[src/rtl/perf_counter_bank.sv]
// Performance-counter bank: NUM_COUNTERS wide counters, each selecting one multi-bit event input.
// Optional build macro PERF_SNAPSHOT_EN adds per-counter shadow registers for atomic snapshot reads.
module perf_counter_bank #(
  parameter int NUM_EVENTS   = 16,
  parameter int NUM_COUNTERS = 8,
  parameter int CNT_WIDTH    = 48,
  parameter int INC_WIDTH    = 3,
  parameter int ADDR_W       = $clog2(NUM_COUNTERS) + 2
) (
  input  logic                            clk,
  input  logic                            rst,
  input  logic                            global_en,
  input  logic [NUM_EVENTS*INC_WIDTH-1:0] evt_inc,
  input  logic                            wr_en,
  input  logic [ADDR_W-1:0]               wr_addr,
  input  logic [63:0]                     wr_data,
  input  logic                            rd_en,
  input  logic [ADDR_W-1:0]               rd_addr,
  output logic                            rd_valid,
  output logic [63:0]                     rd_data,
  output logic                            ovf_irq
);

  localparam int IDX_W = ADDR_W - 2;
  localparam logic [1:0] F_CNT = 2'd0;
  localparam logic [1:0] F_CFG = 2'd1;
  localparam logic [1:0] F_OVF = 2'd2;
  localparam logic [1:0] F_CTL = 2'd3;

  logic [INC_WIDTH-1:0] evt_arr [NUM_EVENTS];
  logic [CNT_WIDTH-1:0] cnt_vec [NUM_COUNTERS];
  logic [CNT_WIDTH-1:0] snap_vec [NUM_COUNTERS];
  logic [9:0]           cfg_vec [NUM_COUNTERS];
  logic [NUM_COUNTERS-1:0] ovf_vec;
  logic [NUM_COUNTERS-1:0] irq_en_vec;

  logic [IDX_W-1:0] wr_idx;
  logic [1:0]       wr_field;
  logic [IDX_W-1:0] rd_idx;
  logic [1:0]       rd_field;
  logic             ctl_wr;
  logic             clear_all;
  logic             snap_cmd;
  logic             unused_wr_bits;

  logic             rd_valid_reg;
  logic [63:0]      rd_data_reg;
  logic [63:0]      rd_data_next;
  logic             ovf_irq_reg;

  assign wr_idx    = wr_addr[ADDR_W-1:2];
  assign wr_field  = wr_addr[1:0];
  assign rd_idx    = rd_addr[ADDR_W-1:2];
  assign rd_field  = rd_addr[1:0];
  assign ctl_wr    = wr_en && (wr_field == F_CTL) && (wr_idx == '0);
  assign clear_all = ctl_wr && wr_data[1];
  assign unused_wr_bits = ^wr_data;

`ifdef PERF_SNAPSHOT_EN
  assign snap_cmd = ctl_wr && wr_data[0];
`else
  assign snap_cmd = 1'b0;
`endif

  genvar gi;
  generate
    for (gi = 0; gi < NUM_EVENTS; gi++) begin : g_evt
      assign evt_arr[gi] = evt_inc[gi*INC_WIDTH +: INC_WIDTH];
    end

    for (gi = 0; gi < NUM_COUNTERS; gi++) begin : g_cnt
      logic [CNT_WIDTH-1:0] cnt_reg;
      logic [7:0]           sel_reg;
      logic                 en_reg;
      logic                 irq_en_reg;
      logic                 ovf_reg;
      logic [INC_WIDTH-1:0] inc;
      logic [CNT_WIDTH:0]   sum;
      logic                 hit;
      logic                 cnt_wr;
      logic                 ovf_set;

      assign hit    = wr_en && (wr_idx == IDX_W'(gi));
      assign cnt_wr = hit && (wr_field == F_CNT);

      // Selectors beyond NUM_EVENTS match no input, so the counter holds.
      always_comb begin
        inc = '0;
        if (en_reg && global_en) begin
          for (int e = 0; e < NUM_EVENTS; e++) begin
            if (sel_reg == 8'(e)) inc = evt_arr[e];
          end
        end
      end

      assign sum     = {1'b0, cnt_reg} + {{(CNT_WIDTH+1-INC_WIDTH){1'b0}}, inc};
      // A carry only counts when the add is actually committed to the counter.
      assign ovf_set = sum[CNT_WIDTH] && !clear_all && !cnt_wr;

      always_ff @(posedge clk or negedge rst) begin
        if (!rst) begin
          cnt_reg    <= '0;
          sel_reg    <= '0;
          en_reg     <= 1'b0;
          irq_en_reg <= 1'b0;
          ovf_reg    <= 1'b0;
        end else begin
          if (clear_all)   cnt_reg <= '0;
          else if (cnt_wr) cnt_reg <= wr_data[CNT_WIDTH-1:0];
          else             cnt_reg <= sum[CNT_WIDTH-1:0];

          if (ovf_set)                                       ovf_reg <= 1'b1;
          else if (hit && (wr_field == F_OVF) && wr_data[0]) ovf_reg <= 1'b0;

          if (hit && (wr_field == F_CFG)) begin
            sel_reg    <= wr_data[7:0];
            en_reg     <= wr_data[8];
            irq_en_reg <= wr_data[9];
          end
        end
      end

`ifdef PERF_SNAPSHOT_EN
      logic [CNT_WIDTH-1:0] snap_reg;
      always_ff @(posedge clk or negedge rst) begin
        if (!rst)          snap_reg <= '0;
        else if (snap_cmd) snap_reg <= cnt_reg;
      end
      assign snap_vec[gi] = snap_reg;
`else
      assign snap_vec[gi] = cnt_reg;
`endif

      assign cnt_vec[gi]    = cnt_reg;
      assign cfg_vec[gi]    = {irq_en_reg, en_reg, sel_reg};
      assign ovf_vec[gi]    = ovf_reg;
      assign irq_en_vec[gi] = irq_en_reg;
    end
  endgenerate

  // Read mux sees register state from before this edge, so same-cycle writes are not visible.
  always_comb begin
    rd_data_next = '0;
    if (int'(rd_idx) < NUM_COUNTERS) begin
      case (rd_field)
        F_CNT: begin
`ifdef PERF_SNAPSHOT_EN
          rd_data_next = 64'(snap_vec[rd_idx]);
`else
          rd_data_next = 64'(cnt_vec[rd_idx]);
`endif
        end
        F_CFG:   rd_data_next = 64'(cfg_vec[rd_idx]);
        F_OVF:   rd_data_next = 64'(ovf_vec[rd_idx]);
        default: rd_data_next = '0;
      endcase
    end
  end

  always_ff @(posedge clk or negedge rst) begin
    if (!rst) begin
      rd_valid_reg <= 1'b0;
      rd_data_reg  <= '0;
      ovf_irq_reg  <= 1'b0;
    end else begin
      rd_valid_reg <= rd_en;
      if (rd_en) rd_data_reg <= rd_data_next;
      ovf_irq_reg  <= |(ovf_vec & irq_en_vec);
    end
  end

  assign rd_valid = rd_valid_reg;
  assign rd_data  = rd_data_reg;
  assign ovf_irq  = ovf_irq_reg;

endmodule

[config.mk]
export PLATFORM = sky130hd
export DESIGN_NAME = perf_counter_bank
export DESIGN_NICKNAME = d
export VERILOG_FILES = /design/src/rtl/perf_counter_bank.sv
export SDC_FILE = /design/constraint.sdc
export NUM_CORES = 2
export LEC_CHECK = 0
export CAP_MARGIN = 40
export CORE_MARGIN = 1.5
export CORE_UTILIZATION = 32
export CTS_CLUSTER_SIZE = 16
export DETAILED_ROUTE_END_ITERATION = 10
export GPL_ROUTABILITY_DRIVEN = 1
export PLACE_DENSITY_LB_ADDON = 0.3
export SLEW_MARGIN = 20
export SYNTH_ARGS = -nofsm -noshare
export SYNTH_HDL_FRONTEND = slang
export SYNTH_SLANG_ARGS = --single-unit
export TNS_END_PERCENT = 100
[constraint.sdc]
create_clock -name clk -period 10.3 [get_ports clk]
set_clock_uncertainty 0.05 [all_clocks]
set_input_delay 3.09 -clock clk [delete_from_list [all_inputs] [get_ports clk]]
set_output_delay 3.09 -clock clk [all_outputs]
set_load 0.02 [all_outputs]
---- After elaboration in Yosys (flattened, before gate mapping) ----
Cells that the tools add are included.
word-level totals
  input bits .............................. 127
  register bits ........................... 538
  logic and storage cells ................. 460
cells by class
  equal/unequal tests ..................... 132
  multiplexer cells ....................... 177
  $add $sub $neg .......................... 8
  reductions and logical operators ........ 96
  magnitude comparators ................... 2
  bitwise operators ....................... 2
operators with widths
  kind                  count
  $mux W48              18
  $eq A8 B4 Y1 const B  64
  $mux W3               136
  $add A48 B3 Y49       8
  $eq A8 B3 Y1 const B  32
  $bmux W48 S3          1
  $pmux W48 S3          1
  $eq A8 B2 Y1 const B  16
  $logic_and A1 B1 Y1   67
  $eq A8 B1 Y1 const B  8
  $logic_not A8 Y1      8
  $bmux W10 S3          1
  $mux W10              2
  $mux W1               17
  $reduce_bool A2 Y1    8
  $eq A3 B3 Y1 const B  4
  $logic_not A1 Y1      9
  $and A8 B8 Y8         1
  $reduce_or A8 Y1      1
  $eq A2 B2 Y1 const B  3
  $eq A3 B2 Y1 const B  2
  $eq A2 B1 Y1 const B  2
  $ge A4 B4 Y1 const B  1
  $logic_not A2 Y1      2
  5 further kinds       5

---- Longest topological paths before layout ----
  word-level depth ........................ 22
  depth in mapped cells ................... 19
  gate-level depth less buffers ........... 15

---- Worst setup path after synthesis ----
No wires, ideal clock.
  kind .................................... input to register
  start ................................... input port evt_inc[40]
  end ..................................... register g_cnt[6].cnt_reg[38]
  cell stages on the path ................. 14
  arrival time ............................ 6.106 ns
  path slack .............................. 4.007 ns
  required time ........................... 10.113 ns
  path through ............................ buf_1 mux4_2 inv_1 a221o_1 o21ai_0 o21bai_1 a32oi_1 fa_1 nor2b_1 o21ai_0 nor3_1 and4_1 xnor2_1 a21oi_1
on the way
  word-level cells in the longest chain between the ends .. 7
ends and longest elaborated chain
  item                   line  RTL
  from (decl)            13    input logic [NUM_EVENTS*INC_WIDTH-1:0] evt_inc,
  $mux W3 (3 in series)  91    if (sel_reg == 8'(e)) inc = evt_arr[e];
  $mux W3                89    if (en_reg && global_en) begin
  $add A48 B3 Y49        96    assign sum = {1'b0, cnt_reg} + {{(CNT_WIDTH+1-INC_WIDTH){1'b0}}, inc};
  $mux W48               109   else if (cnt_wr) cnt_reg <= wr_data[CNT_WIDTH-1:0];
  $mux W48               108   if (clear_all) cnt_reg <= '0;
  to (signal assigned)   109
  to (signal assigned)   110   else cnt_reg <= sum[CNT_WIDTH-1:0];
  to (decl)              72    logic [CNT_WIDTH-1:0] cnt_reg;
No other way between the ends.
A chain may end at the register's enable or synchronous reset.

---- Final worst setup path ----
  start ................................... input port evt_inc[43]
  end ..................................... register g_cnt[6].cnt_reg[42]
on the way
  word-level cells in the longest chain between the ends .. 6
ends and longest elaborated chain
  item                   line
  $mux W3 (2 in series)  91
  $mux W3                89
  $add A48 B3 Y49        96
  $mux W48               109
  $mux W48               108
No other way between the ends.

==> metrics.txt <==
status=finished clean; Slew @ Worst Pin=a little over 1 ns; Root Buffer=clkbuf_16; top cells by area, synth=dfrtp_1, mux4_2, xor2_1, a21oi_1, o21ai_0; startpoint types=input pin; Yosys cell types=77; pwr dens=191 nW/um^2; CTS buffer count=66; Setup TNS=0 ns; Die Area=around 110000 sq um; crit end category=flip-flop; Area after DPL=38400 sq um; row count=121; synth cell count leaders=dfrtp_1, a21oi_1, o21ai_0; max reg flops=about 380; pin count of the biggest net entering global routing=153; CP required=approximately 11 ns; max-slew violation count=0; global placer's final weighted congestion=0.908; Crit path arrival time=7.71 ns; Tmin final=7.29 ns; Antenna Nets Post-Route=0; Max FO, Critical Path=10; Die W=334 microns; peak supply drop=roughly 110 uV; GR Util All Layers=22.6%; area grow syn2layout=16.1%; ys flop type=dfrtp_1; Multi-input gate area=20600 sq um; Die H=334 microns; Synth area leader=dfrtp_1; first-pass GRT wire length=192 mm; post-synthesis sequential area ratio=37.2%; HPWL after detailed placement=about 91 mm; Top Ports=193; Yosys top cell area share=37.2%; Clock Sinks=522; WS Path Type=input pin to flip-flop; endpoints failing setup=0; Hold Violations, Final=0; Mapped Area=35100 sq um; IO Port Bufs=160; CTS Hold Bufs=0; drt drc=0; sequential cell area=about 13000 sq um; Filler cells=10800; period utilization=70.7%; WHS=between 0.4 and 0.5 ns; Post-synth EDFFs=0; Core ar.=between 100000 and 150000 sq um; CTS H-Tree Depth=3; Total Nets Final=3904; initial antenna violation count=13; Post-CTS Resized=0; DR iter-0 viols=3238; Final Core Density=37.4%; Avg Inst Size Synth=9.48 sq um; grt ovf=0; Post-Route WL=about 130 mm; TritonCTS clock tree=built; P_leak=15.6 nW; fin area=40700 sq um; count leader, synth=dfrtp_1; 1st-pass router iterations=5; largest buffer count on any clock path=3; clock latency on the worst-skew pair=~0.62 ns; number of global-route vias before repair=28800; asr flop ratio synth=100%; Max Cap Viol=0; Gate Count Post-Synth=3700; RSZ-0062 raised after global routing=no; Reg clk slew, reported paths=0.06 ns; Max Freq=about 140 MHz; layout cell share with drive strength beyond 1=13.1%; drt via density=5.85; Hold Crit Class=flip-flop to flip-flop; Starting Density=32.2%; max_slew headroom=31.6%; via count=30500; YS warnings=0; post-CTS setup buffers=0; Seq cells post-synth=522; routed len/inst=24.7 microns
==> final timing paths <==
path | startpoint | to | slack [ns] | cells past startpoint
max in group asynchronous | rst | g_cnt[6].cnt_reg[40] | 6.24 | 2
worst min-delay path | rd_data[0] | rd_data[0] | 0.47 | 2
worst max-delay path | evt_inc[43] | g_cnt[6].cnt_reg[42] | 3.01 | 14
worst min register to register | rd_data[0] | rd_data[0] | 0.47 | 2
worst max register to register | g_cnt[6].sel_reg[4] | g_cnt[6].cnt_reg[42] | 4.71 | 15
min in group asynchronous | rst | g_cnt[5].cnt_reg[28] | 2.49 | 1
==> metrics by stage <==
step | setup WS (ns) | cells | power, mW
floorplan | 4.01 | 3715 | 4.58
global placement | 2.46 | 5049 | 5.30
detailed placement | 2.46 | 5080 | 5.37
CTS | 3.10 | 5191 | 7.78
global route | 2.81 | 5203 | 8.16
finish | 3.01 | 5205 | 7.78
==> cells by family after synthesis <==
logic type | share of synthesized area [%]
and+or+nand+nor | 15.6
AOI/OAI and AO/OA | 15.4
DFF | 37.2
buffers and inverters | 4.62
xor gates and xnor gates | 9.14
muxes | 16.7
adders and majority gates | 1.31
other | 0.0107
==> worst max-delay path: stages <==
cell	delay, ns
clkdlybuf4s50_1	0.92
mux4_2	0.36
inv_1	0.04
a221o_1	0.28
o21ai_0	0.15
o21bai_1	0.19
a32oi_1	0.19
fa_1	0.48
nor2b_1	0.22
o21ai_0	0.30
or3_1	0.68
nor4_1	0.51
xnor2_1	0.18
a21oi_1	0.09
==> layout by cell type, fill, tap and decap left out, types with 17 or more instances in the layout <==
| cell | instances |
|---|---|
| nor2_1 | 245 |
| nand2_1 | 222 |
| clkdlybuf4s50_1 | 155 |
| mux2_2 | 89 |
| xor2_1 | 203 |
| nor2b_1 | 29 |
| o21ai_0 | 329 |
| mux4_2 | 173 |
| and3_1 | 61 |
| dfrtp_1 | 522 |
| nand3_1 | 169 |
| o22ai_1 | 60 |
| nand4_1 | 94 |
| and4_1 | 43 |
| a21oi_1 | 334 |
| a211oi_1 | 109 |
| mux2i_1 | 95 |
| buf_8 | 17 |
| xnor2_1 | 163 |
| nor4_1 | 34 |
| nor3_1 | 67 |
| and2_1 | 18 |
| buf_4 | 53 |
| ha_1 | 24 |
| clkbuf_16 | 69 |
| inv_1 | 119 |
==> final cells by class <==
| cell class | count | share of cell area [%] |
|---|---|---|
| diodes | 3 | 0.0184 |
| clock buffers | 92 | 4.77 |
| repair buffers | 251 | 6.67 |
| multi-input cells | 2785 | 50.5 |
| well taps | 1414 | 4.34 |
| inverters | 119 | 1.10 |
| clock inverters | 19 | 0.574 |
| flip-flops and latches | 522 | 32.1 |
==> layer usage <==
metal | up-vias | global-route usage (%) | share of wire [%]
met1 | 15400 | 31.9 | 44
li1 | 13700 | - | -
met3 | 206 | 5.31 | 8.6
met5 | - | 0 | 0.090
met4 | 20 | 5.96 | 2.6
met2 | 1164 | 34.5 | 45
==> where the power goes <==
| part | switching, mW | internal, mW |
|---|---|---|
| clock | 0.947 | 1.44 |
| combinational | 1.02 | 1.10 |
| sequential | 0.719 | 2.56 |
| total | 2.68 | 5.10 |
(Power assumes the default switching activity.)
